$ cat config.mk
export PLATFORM = sky130hd
export DESIGN_NAME = program_loader
export DESIGN_NICKNAME = d
export VERILOG_FILES = /design/src/rtl/program_loader.sv
export SDC_FILE = /design/constraint.sdc
export NUM_CORES = 1
export LEC_CHECK = 0
export ABC_AREA = 1
export CAP_MARGIN = 40
export CORE_MARGIN = 2
export CORE_UTILIZATION = 35
export DETAILED_ROUTE_END_ITERATION = 12
export PLACE_DENSITY = 0.51
export SLEW_MARGIN = 30
export SYNTH_ARGS = -nofsm -noshare
export SYNTH_HDL_FRONTEND = slang
export SYNTH_SLANG_ARGS = --single-unit
$ cat constraint.sdc
create_clock -name CLOCK_50 -period 4.8 [get_ports CLOCK_50]
set_clock_uncertainty 0.15 [all_clocks]
set_input_delay 0.96 -clock CLOCK_50 [delete_from_list [all_inputs] [get_ports CLOCK_50]]
set_output_delay 0.96 -clock CLOCK_50 [all_outputs]
set_load 0.02 [all_outputs]
$ cat src/rtl/program_loader.sv
// program_loader: streams a length-prefixed, XOR-checksummed program into instruction memory
// while holding the CPU paused.
module program_loader #(
  parameter logic [31:0] BASE_ADDR = 32'h0000_0000,
  parameter int unsigned MAX_WORDS = 256,
  parameter int unsigned TIMEOUT   = 1024
) (
  input  logic        CLOCK_50,
  input  logic        reset,
  input  logic        start,
  input  logic        byte_valid,
  input  logic [7:0]  byte_data,
  output logic        byte_ready,
  output logic        imem_we,
  output logic [31:0] imem_addr,
  output logic [31:0] imem_wdata,
  output logic        cpu_pause,
  output logic        busy,
  output logic        done,
  output logic        err
);
  typedef enum logic [2:0] {IDLE, LEN, DATA, WRITE, CSUM, DONE, ERR} state_t;
  state_t      state_q, state_d;
  logic [15:0] len_q, len_d;
  logic [23:0] word_q, word_d;
  logic [31:0] idx_q, idx_d, addr_q, addr_d, wdata_q, wdata_d, tmo_q, tmo_d;
  logic [1:0]  bcnt_q, bcnt_d;
  logic [7:0]  csum_q, csum_d;
  logic        acc;
  assign byte_ready = state_q == LEN || state_q == DATA || state_q == CSUM;
  assign busy       = byte_ready || state_q == WRITE;
  assign cpu_pause  = busy;
  assign imem_we    = state_q == WRITE;
  assign imem_addr  = addr_q;
  assign imem_wdata = wdata_q;
  assign done       = state_q == DONE;
  assign err        = state_q == ERR;
  assign acc        = byte_valid && byte_ready;
  always_comb begin
    state_d = state_q;
    len_d   = len_q;
    word_d  = word_q;
    idx_d   = idx_q;
    addr_d  = addr_q;
    wdata_d = wdata_q;
    tmo_d   = tmo_q;
    bcnt_d  = bcnt_q;
    csum_d  = csum_q;
    case (state_q)
      IDLE, DONE, ERR: if (start) begin
        state_d = LEN;
        idx_d   = '0;
        bcnt_d  = '0;
        csum_d  = '0;
        tmo_d   = '0;
      end
      LEN: if (acc) begin
        len_d  = {len_q[7:0], byte_data};
        bcnt_d = bcnt_q[0] ? 2'd0 : 2'd1;
        if (bcnt_q[0]) state_d = (len_d == 16'd0 || {16'h0, len_d} > MAX_WORDS) ? ERR : DATA;
      end
      DATA: if (acc) begin
        word_d = {word_q[15:0], byte_data};
        csum_d = csum_q ^ byte_data;
        bcnt_d = bcnt_q + 2'd1;
        if (bcnt_q == 2'd3) begin
          state_d = WRITE;
          addr_d  = BASE_ADDR + (idx_q << 2);
          wdata_d = {word_q, byte_data};
        end
      end
      WRITE: begin
        idx_d   = idx_q + 32'd1;
        tmo_d   = '0;
        state_d = idx_d == {16'h0, len_q} ? CSUM : DATA;
      end
      CSUM: if (acc) state_d = byte_data == csum_q ? DONE : ERR;
      default: state_d = IDLE;
    endcase
    // idle clocks between accepted bytes; the TIMEOUT-th one aborts the load
    if (byte_ready) begin
      tmo_d = acc ? 32'd0 : tmo_q + 32'd1;
      if (!acc && tmo_q + 32'd1 == TIMEOUT) state_d = ERR;
    end
  end
  always_ff @(posedge CLOCK_50 or negedge reset) begin
    if (!reset) begin
      state_q <= IDLE;
      len_q   <= '0;
      word_q  <= '0;
      idx_q   <= '0;
      addr_q  <= '0;
      wdata_q <= '0;
      tmo_q   <= '0;
      bcnt_q  <= '0;
      csum_q  <= '0;
    end else begin
      state_q <= state_d;
      len_q   <= len_d;
      word_q  <= word_d;
      idx_q   <= idx_d;
      addr_q  <= addr_d;
      wdata_q <= wdata_d;
      tmo_q   <= tmo_d;
      bcnt_q  <= bcnt_d;
      csum_q  <= csum_d;
    end
  end
endmodule

Word-level counts from Yosys, hierarchy flattened --
Cells that the tools add are included.
Cells by class: $add $sub $neg 3, multiply operators 0, divide/modulo/power cells 0, $lt $le $gt $ge 1, equal/unequal tests 14, shift-type cells 0, multiplexer cells 25, bitwise gates (word level) 1, reductions and logical operators 21
Operators by type and width (count):
- case mux 32 bit (2 select lines) | 2
- 2-to-1 mux 32 bit | 3
- adder 32 x 1 -> 32 bit (second input constant) | 2
- equality test 32 x 11 -> 1 bit (second input constant) | 1
- equality test 32 x 16 -> 1 bit | 1
- 2-to-1 mux 3 bit | 10
- > comparator 16 x 9 -> 1 bit (second input constant) | 1
- logical NOT 16 bit | 1
- 2-to-1 mux 8 bit | 2
- case mux 8 bit (2 select lines) | 1
- case mux 3 bit (5 select lines) | 1
- equality test 3 bit (second input constant) | 3
- equality test 8 bit | 1
- 2-to-1 mux 2 bit | 4
- AND reduction 2 bit | 4
- bitwise XOR 8 bit | 1
- equality test 3 x 2 -> 1 bit (second input constant) | 2
- != test 2 bit (second input constant) | 3
- case mux 2 bit (3 select lines) | 1
- AND reduction 3 bit | 2
- nonzero test 3 bit | 2
- logical OR 1 bit | 4
- AND reduction 4 bit | 1
- nonzero test 2 bit | 2
- 9 further kinds | 10
Storage, ports and cells: register bits 179, bits in latches 0, RAM bits 0, ROM bits 0, input bits 12, output and inout bits 70, memories kept 0

Depth between registers and ports, before layout --
Gate-level depths: netlist (run 1).
depth after elaboration 8, depth in mapped cells 16, depth with buffers taken out 16

Worst setup path before layout (run 1) --
OpenSTA, ideal clock, no wires.
kind reg2out, start register state_q[0], end output cpu_pause, data arrival time 1661 ps, required time 3690 ps, setup slack 2029 ps, cell stages (with the launch flop) 9, cells stage by stage dfrtp_1 inv_2 nor2_1 nand2_1 nand3_2 nor2_1 clkbuf_1 inv_1 buf_4
On the way: cells in the longest elaborated chain, start to end 4
RTL lines:
- from (decl) | line 23 | state_t state_q, state_d;
- from (signal assigned) | line 98 | state_q <= state_d;
- equality test 3 x 1 -> 1 bit / equality test 3 x 2 -> 1 bit (equally long branches) | line 30 | assign byte_ready = state_q == LEN || state_q == DATA || state_q == CSUM;
- logical OR 1 bit | line 30
- logical OR 1 bit (*) | line 30
- net byte_ready | line 13 | output logic byte_ready,
- logical OR 1 bit (*) | line 31 | assign busy = byte_ready || state_q == WRITE;
- to (decl) | line 17 | output logic cpu_pause,
Mark *: on every way through the listed nets, which the timed path passes. The rest lies on a longest branch.

Worst setup path in the final report (run 1) --
start register state_q[0], end output busy
On the way: cells in the longest elaborated chain, start to end 4
RTL lines:
- equality test 3 x 1 -> 1 bit / equality test 3 x 2 -> 1 bit (equally long branches) | line 30
- logical OR 1 bit (2 in a row) | line 30
- logical OR 1 bit (*) | line 31
- to (decl) | line 18 | output logic busy,
Mark *: on every way between the ends. The rest lies on a longest branch, timed or not.

==> out/metrics.yaml, run 1 <==
outcome: "completed"
dp_hpwl_um: 18500
fin_total_pwr_mw: 5.34
vias: 8153
dp_slack_ps: 1540
synth_common_cells: "nand2_1, dfrtp_1, inv_1"
num_antenna_cells: 0
crit_fanout: 31
ys_dominant_reg_cell: "dfrtp_1"
synth_top_area_cell: "dfrtp_1"
grt_pass1_vias: 7899
arrival_ps: 2530
slew_headroom_pct: 56.4
fp-row-count: 60
multi_input_area_um2: 4300
post_cts_buffers: 0
min_period_ps: 3640
yosysTopAreaCellShare_pct: 46.9
avgSynthCellArea_um2: 7.60
cts_sinks: 179
worstPathRequired_ps: 3690
groute.usage.overall_pct: 18.3
worstSetupPathType: "flip-flop to output pin"
ys_async_sr_fraction_pct: 100
fillers: 2782
min_path_type: "primary input to async pin"
ys_warn_count: 0
first_pass_iters: 5
synth_edf_count: 0
io_buffer_count: 79
fin_ws_ps: 1160
drt_wl_total_um: 25300
grt_max_degree: 125
clk_latency_ps: 440
dpl_cell_area_um2: 10700
stdcell_area_um2: 11400
cts_tree: "built"
grt_pass1_wl_um: 41700
cts_made_buffers: 17
start_util_pct: 35.5
ctsResizeCount: 0
cts-hold-fix-buffers: 0
cp-start-kind: "flip-flop"
rsz0062_at_grt: "no"
fin_crit_sh_pct: 75.8
clk_pin_slew_ps: 90
yosysMostFrequentCell: "nand2_1"
power_density_nw_per_um2: 469
netlist_top_cells_area: "dfrtp_1, nand2_1, o21ai_0"
final_core_util_pct: 42.3
areaGrowthSynthToFinish_pct: 19.1
slew_viol_final: 0
root_buffer: "clkbuf_16"
ff_latch_area_um2: 4480
antenna_found_initial: 0
p_leak_nw: 5.09
ys_ff_latch: 179
first_iter_violations: 592
drive_above_1_share_pct: 8.56
ir_drop_mv: 0.252
fmax_ghz: 0.275
use_met3_pct: 2.57
critPathCaptureType: "output pin"
htreeDepth: 4
synth_cells: 1257
final.setup.tns_ps: 0
grt_overflow: 0
via_per_inst: 4.84
nets: 1346
synth_cell_type_count: 40
drtAntennaViolNets: 0
grtUsageMet2_pct: 30.2
grt_use_met1_pct: 25.7
dieArea_um2: 28600
core_um2: 26900
worst_pin_slew_ps: 654
die_h_um: 169
drc: 0
chipWidth_um: 169
io_pins: 82
wire_per_inst_um: 15.0
cap_violations: 0
finalHoldViolations: 0
top_usage_layer: "met2"
setup_violations: 0
yosysSeqAreaShare_pct: 46.9
place_congestion: 0.865
synth_area_um2: 9550
clockBufferDepth: 2
## path summary, 6_finish.rpt
kind                                           startpoint                         to  slack [ps]  depth (start not counted)
worst min register to register  imem_addr[21]$_DFFE_PN0P_  imem_addr[21]$_DFFE_PN0P_         330                          2
worst max register to register       idx_q[0]$_DFFE_PN0P_       state_q[1]$_DFF_PN0_        2190                         16
min in group CLOCK_50           imem_addr[21]$_DFFE_PN0P_  imem_addr[21]$_DFFE_PN0P_         330                          2
worst max-delay path                 state_q[0]$_DFF_PN0_                       busy        1160                          9
worst min-delay path                                reset  imem_addr[29]$_DFFE_PN0P_         330                          1
max in group asynchronous                           reset      csum_q[0]$_DFFE_PN0P_        3140                          3
## layout make-up
class | count | area share (%)
tap | 341 | 3.75
sequential | 179 | 39.4
multi-input combinational | 877 | 37.8
inverter | 163 | 5.38
timing repair buffer | 92 | 8.08
clock inverter | 15 | 1.90
clock buffer | 17 | 3.74
## layer usage
layer	vias up	wire (µm)
li1	4169	-
met5	-	0
met3	10	773
met2	138	11900
met4	0	172
met1	3836	12400
## per-stage QoR
stage / hold WS (ps) / instances
global placement: 316 / 1649
CTS: 333 / 1682
floorplan: 303 / 1258
global route: 353 / 1684
detailed placement: 317 / 1650
finish: 326 / 1684
## placed cells by master (no fill, tap or decap), types with 6 or more instances in the layout
| cell | n |
|---|---|
| xor2_1 | 21 |
| nor2_4 | 10 |
| inv_2 | 7 |
| o21ai_1 | 12 |
| inv_1 | 151 |
| nand3_1 | 75 |
| nand2_1 | 387 |
| clkbuf_16 | 17 |
| dfrtp_1 | 179 |
| nor2_2 | 17 |
| nand4_1 | 13 |
| buf_4 | 10 |
| clkdlybuf4s50_1 | 78 |
| nor2_1 | 108 |
| a32o_1 | 8 |
| o22ai_1 | 40 |
| clkinv_8 | 6 |
| nand2_2 | 16 |
| o21ai_0 | 121 |
## registers in the layout (all words and copies together), names as in the netlist
name,flops
bcnt_q,2
len_q,16
tmo_q,32
word_q,24
idx_q,32
csum_q,8
imem_wdata,32
state_q,3
imem_addr,30
## worst max-delay path, cell delays in order (launching register included)
cell,delay (ps)
dfrtp_1,430
inv_2,100
nor2_1,60
nand2_1,70
buf_4,360
inv_1,100
nor2_1,110
buf_4,220
inv_1,90
clkdlybuf4s50_1,540
## report_power, final
part	internal, mW	switching, mW	leakage (nW)
registers	1.83	0.241	2.42
logic	0.648	1.14	2.36
clock network	0.732	0.752	0.307
## logic make-up after synthesis
| logic type | Yosys count | share of synthesized area (%) |
|---|---|---|
| XOR/XNOR | 26 | 2.54 |
| flip-flops | 179 | 46.9 |
| AND/OR/NAND/NOR | 653 | 30.4 |
| AO/OA/AOI/OAI | 191 | 11.2 |
| multiplexers | 1 | 0.118 |
| adder cells (fa/ha/maj) | 4 | 0.524 |
| other | 1 | 0.0393 |
| buffers and inverters | 202 | 8.32 |
Power figures use the tool's default switching activity.
==> inputs of run 2 (changes only) <==
--- a/config.mk
+++ b/config.mk
@@ -10,7 +10,7 @@
 export CORE_MARGIN = 2
 export CORE_UTILIZATION = 35
 export DETAILED_ROUTE_END_ITERATION = 12
-export PLACE_DENSITY = 0.51
+export PLACE_DENSITY = 0.53
 export SLEW_MARGIN = 30
 export SYNTH_ARGS = -nofsm -noshare
 export SYNTH_HDL_FRONTEND = slang
==> constraint.sdc (replaced) <==
create_clock -name CLOCK_50 -period 3.15 [get_ports CLOCK_50]
set_clock_uncertainty 0.15 [all_clocks]
set_input_delay 0.63 -clock CLOCK_50 [delete_from_list [all_inputs] [get_ports CLOCK_50]]
set_output_delay 0.63 -clock CLOCK_50 [all_outputs]
set_load 0.02 [all_outputs]
==> out/metrics.yaml, run 2 (same netlist as run 1, synthesis figures left out) <==
slew_headroom_pct: 64.8
grt_pass1_wl_um: 41900
die_h_um: 169
post_cts_buffers: 0
clk_latency_ps: 450
outcome: "finished with violations"
critPathCaptureType: "output pin"
drc: 0
seq_power_share_pct: 38.7
finalHoldViolations: 4
fin_total_pwr_mw: 8.15
slew_viol_final: 0
io_buffer_count: 79
dp_hpwl_um: 18800
drtAntennaViolNets: 0
clockBufferDepth: 2
ir_drop_mv: 0.373
ff2ff_path_depth: 16
power.internal_mw: 4.90
mostFrequentLayoutCells: "nand2_1, dfrtp_1, inv_1"
groute.usage.overall_pct: 18.5
reg2reg_to: "state_q[0]$_DFF_PN0_"
grt_overflow: 0
fmax_ghz: 0.330
core_um2: 26900
drt_wl_total_um: 25500
p_clk_share_pct: 27.9
p_sw_mw: 3.26
cp-start-kind: "flip-flop"
start_util_pct: 35.5
fin_ws_ps: 120
final.setup.tns_ps: 0
root_buffer: "clkbuf_16"
num_antenna_cells: 0
via_per_inst: 4.87
rrSetupSlack_ps: 630
first_pass_iters: 5
antenna_found_initial: 0
swShare_pct: 40.0
dp_slack_ps: 521
p_leak_nw: 5.14
fin_crit_sh_pct: 96.2
grt_pass1_vias: 7947
power_density_nw_per_um2: 713
grt_max_degree: 61
nets: 1350
worst_pin_slew_ps: 527
hold_ws_ps: -5.41
io_pins: 82
clk_pin_slew_ps: 80
setup_violations: 0
areaGrowthSynthToFinish_pct: 19.7
first_iter_violations: 555
arrival_ps: 2250
min_path_type: "primary input to async pin"
chipWidth_um: 169
worstSetupPathType: "flip-flop to output pin"
place_congestion: 0.892
violations: "hold timing"
final_common_cell: "nand2_1"
cts_sinks: 179
htreeDepth: 4
cap_violations: 0
cts_tree: "built"
drive_above_1_share_pct: 8.91
p_comb_share_pct: 33.4
rsz0062_at_grt: "no"
fillers: 2752
wire_per_inst_um: 15.1
crit_fanout: 6
cts_made_buffers: 17
vias: 8223
dieArea_um2: 28600
worstPathRequired_ps: 2370
min_period_ps: 3030
fp-row-count: 60
critical_path.reg2reg.startpoint: "tmo_q[0]$_DFFE_PN0P_"
## run 2: cell type report
type,instances,area (µm²),area share (%)
Inverter,163,612,5.35
Clock buffer,17,425,3.72
Sequential cell,179,4480,39.2
Clock inverter,15,216,1.89
Multi-Input combinational cell,877,4300,37.6
Timing Repair Buffer,96,972,8.51
Tap cell,341,427,3.73
## run 2: worst max path at each step
stage / startpoint / endpoint / slack, ps / cells after the start
after floorplan: state_q[0]$_DFF_PN0_ / cpu_pause / 710 / 8
after CTS: state_q[2]$_DFF_PN0_ / busy / 30 / 6
after global placement: state_q[2]$_DFF_PN0_ / cpu_pause / 530 / 6
final: state_q[2]$_DFF_PN0_ / busy / 120 / 6
after global routing: state_q[2]$_DFF_PN0_ / busy / 30 / 6
after detailed placement: state_q[2]$_DFF_PN0_ / busy / 520 / 6
## run 2: power by group through the flow
stage | Sequential [mW] | Clock (mW) | Combinational, mW
after floorplan | 3.33 | 0 | 1.46
after global placement | 3.20 | 0 | 2.73
after detailed placement | 3.20 | 0 | 2.73
after CTS | 3.16 | 2.34 | 2.75
after global routing | 3.22 | 2.41 | 3.04
final | 3.15 | 2.27 | 2.73
## run 2: timing repair
action,in CTS,in global routing
hold buffers,0,0
gates resized for setup,0,1
setup endpoints to repair,0,2
## run 2: worst max-delay path, stage by stage, from the launching register on
cell	delay (ps)
dfrtp_1	460
inv_1	100
nand2_1	220
nand3_2	210
nor2_2	200
inv_1	80
clkdlybuf4s50_1	540
## run 2: through the flow
| step | hold slack [ps] | utilization (%) | instance area [µm²] | std cells |
|---|---|---|---|---|
| floorplan | 184 | - | 9550 | 1258 |
| global placement | 316 | 40.1 | 10800 | 1656 |
| detailed placement | 319 | 40.1 | 10800 | 1656 |
| CTS | 9.83 | 42.5 | 11400 | 1688 |
| global route | 32.2 | 42.5 | 11400 | 1688 |
| finish | -5.41 | 42.5 | 11400 | 1688 |
## run 2: metal layers
metal  track usage (%)  routed length (µm)  vias up
li1                  -                   -     4172
met1              25.6               12200     3860
met2              29.8               11900      160
met3              3.19                 976       31
met4              5.28                 410        0
met5                 0                   0        -
==> inputs of run 3 (changes only) <==
--- a/config.mk
+++ b/config.mk
@@ -7,10 +7,10 @@
 export LEC_CHECK = 0
 export ABC_AREA = 1
 export CAP_MARGIN = 40
-export CORE_MARGIN = 2
+export CORE_MARGIN = 5
 export CORE_UTILIZATION = 35
 export DETAILED_ROUTE_END_ITERATION = 12
-export PLACE_DENSITY = 0.53
+export PLACE_DENSITY = 0.51
 export SLEW_MARGIN = 30
 export SYNTH_ARGS = -nofsm -noshare
 export SYNTH_HDL_FRONTEND = slang
==> constraint.sdc (replaced) <==
create_clock -name CLOCK_50 -period 3.35 [get_ports CLOCK_50]
set_clock_uncertainty 0.15 [all_clocks]
set_input_delay 0.67 -clock CLOCK_50 [delete_from_list [all_inputs] [get_ports CLOCK_50]]
set_output_delay 0.67 -clock CLOCK_50 [all_outputs]
set_load 0.02 [all_outputs]
==> out/metrics.yaml, run 3 (same netlist as run 1, synthesis figures left out) <==
root_buffer: "clkbuf_16"
mostFrequentLayoutCells: "nand2_1, dfrtp_1, inv_1"
dpl_cell_area_um2: 10700
worst_pin_slew_ps: 642
hold_ws_ps: 100
grt_pass1_vias: 8103
dr_wl_met3_um: 1050
rrSetupSlack_ps: 840
final_common_cell: "nand2_1"
dr_wl_met2_um: 11900
stdcell_area_um2: 11400
wirelength_met1_um: 12400
highest_layer: "met4"
drc: 0
grt_max_degree: 97
grt_overflow: 0
drive_above_1_share_pct: 8.63
vias: 8109
crit_path_frequent_cell: "inv_1"
power_density_nw_per_um2: 671
drtAntennaViolNets: 0
slew_viol_final: 0
min_path_type: "primary input to async pin"
cpPeakStageDelay_ps: 540
ff2ff_path_depth: 16
fmax_ghz: 0.329
cp_cell_sequence: "inv_1, nand2_1, nand3_2, nor2_1, inv_1, clkdlybuf4s50_1"
arrival_ps: 2220
worstPathRequired_ps: 2530
slew_headroom_pct: 57.2
first_pass_iters: 5
ir_drop_mv: 0.349
cap_violations: 0
p_leak_nw: 5.12
via_per_inst: 4.81
chipWidth_um: 175
fillers: 2762
finalHoldViolations: 0
antenna_found_initial: 0
fp-row-count: 60
htreeDepth: 4
rsz0062_at_grt: "no"
fin_crit_sh_pct: 90.8
crit_family: "buffers and inverters"
cp-start-kind: "flip-flop"
cts_sinks: 179
first_iter_violations: 600
groute.usage.overall_pct: 17.3
clk_pin_slew_ps: 80
start_util_pct: 35.5
fin_total_pwr_mw: 7.64
nets: 1347
min_period_ps: 3040
path_buf_inv: 3
slowest_stage: "clkdlybuf4s50_1"
cts_tree: "built"
cp.depth: 6
die_h_um: 175
wire_per_inst_um: 15.1
final-instance-count-excl-fill: 1685
cts_made_buffers: 17
core_um2: 26900
dp_hpwl_um: 18700
ff_latch_area_um2: 4480
ctsResizeCount: 0
outcome: "completed"
dieArea_um2: 30700
worstSetupPathType: "flip-flop to output pin"
areaGrowthSynthToFinish_pct: 19.3
post_cts_buffers: 0
io_buffer_count: 79
io_pins: 82
placed_cells: 1653
clockBufferDepth: 2
grt_pass1_wl_um: 42700
place_congestion: 0.855
critPathCaptureType: "output pin"
multi_input_area_um2: 4290
num_antenna_cells: 0
drt_wl_total_um: 25500
cts-hold-fix-buffers: 0
crit_fanout: 6
setup_violations: 0
final.setup.tns_ps: 0
clk_latency_ps: 450
-- run 3: worst register-to-register path, cell delays in order, from the launching register on --
cell and delay (ps):
dfrtp_1 580, ha_1 310, inv_1 90, nor2_2 190
nand2_2 120, nor2_4 120, nand2_1 110, inv_2 70
nand2_1 40, nand2_1 70, nand2_1 50, inv_1 60
nand3_1 100, nor2_2 120, nand3_2 120, nand2_1 70
inv_1 30
-- run 3: final cells by class --
type                    count  share of cell area [%]
well taps                 341                    3.74
clock buffers              17                    3.73
inverters                 163                    5.37
repair buffers             93                    8.22
flip-flops and latches    179                    39.3
multi-input cells         877                    37.7
clock inverters            15                    1.93
-- run 3: metrics by stage --
step	setup WS [ps]	utilization, %
after floorplan	869	-
after global placement	638	40.0
after detailed placement	603	40.0
after CTS	204	42.4
after global routing	89.2	42.4
final	309	42.4
-- run 3: layer usage --
layer | vias to the layer above | global-route usage, %
li1 | 4167 | -
met1 | 3779 | 23.8
met2 | 150 | 28.5
met3 | 13 | 3.48
met4 | 0 | 3.27
met5 | - | 0
-- run 3: path summary, 6_finish.rpt --
path,to,from
worst max-delay path,busy,state_q[2]$_DFF_PN0_
min in group CLOCK_50,word_q[22]$_DFFE_PN0P_,word_q[14]$_DFFE_PN0P_
worst max register to register,state_q[0]$_DFF_PN0_,tmo_q[0]$_DFFE_PN0P_
worst min register to register,word_q[22]$_DFFE_PN0P_,word_q[14]$_DFFE_PN0P_
worst min-delay path,imem_addr[24]$_DFFE_PN0P_,reset
max in group asynchronous,word_q[2]$_DFFE_PN0P_,reset
-- run 3: power breakdown --
group          switching (mW)  internal, mW
Sequential              0.334          2.63
Clock                    1.10          1.05
Combinational            1.61         0.931
Total                    3.04          4.61
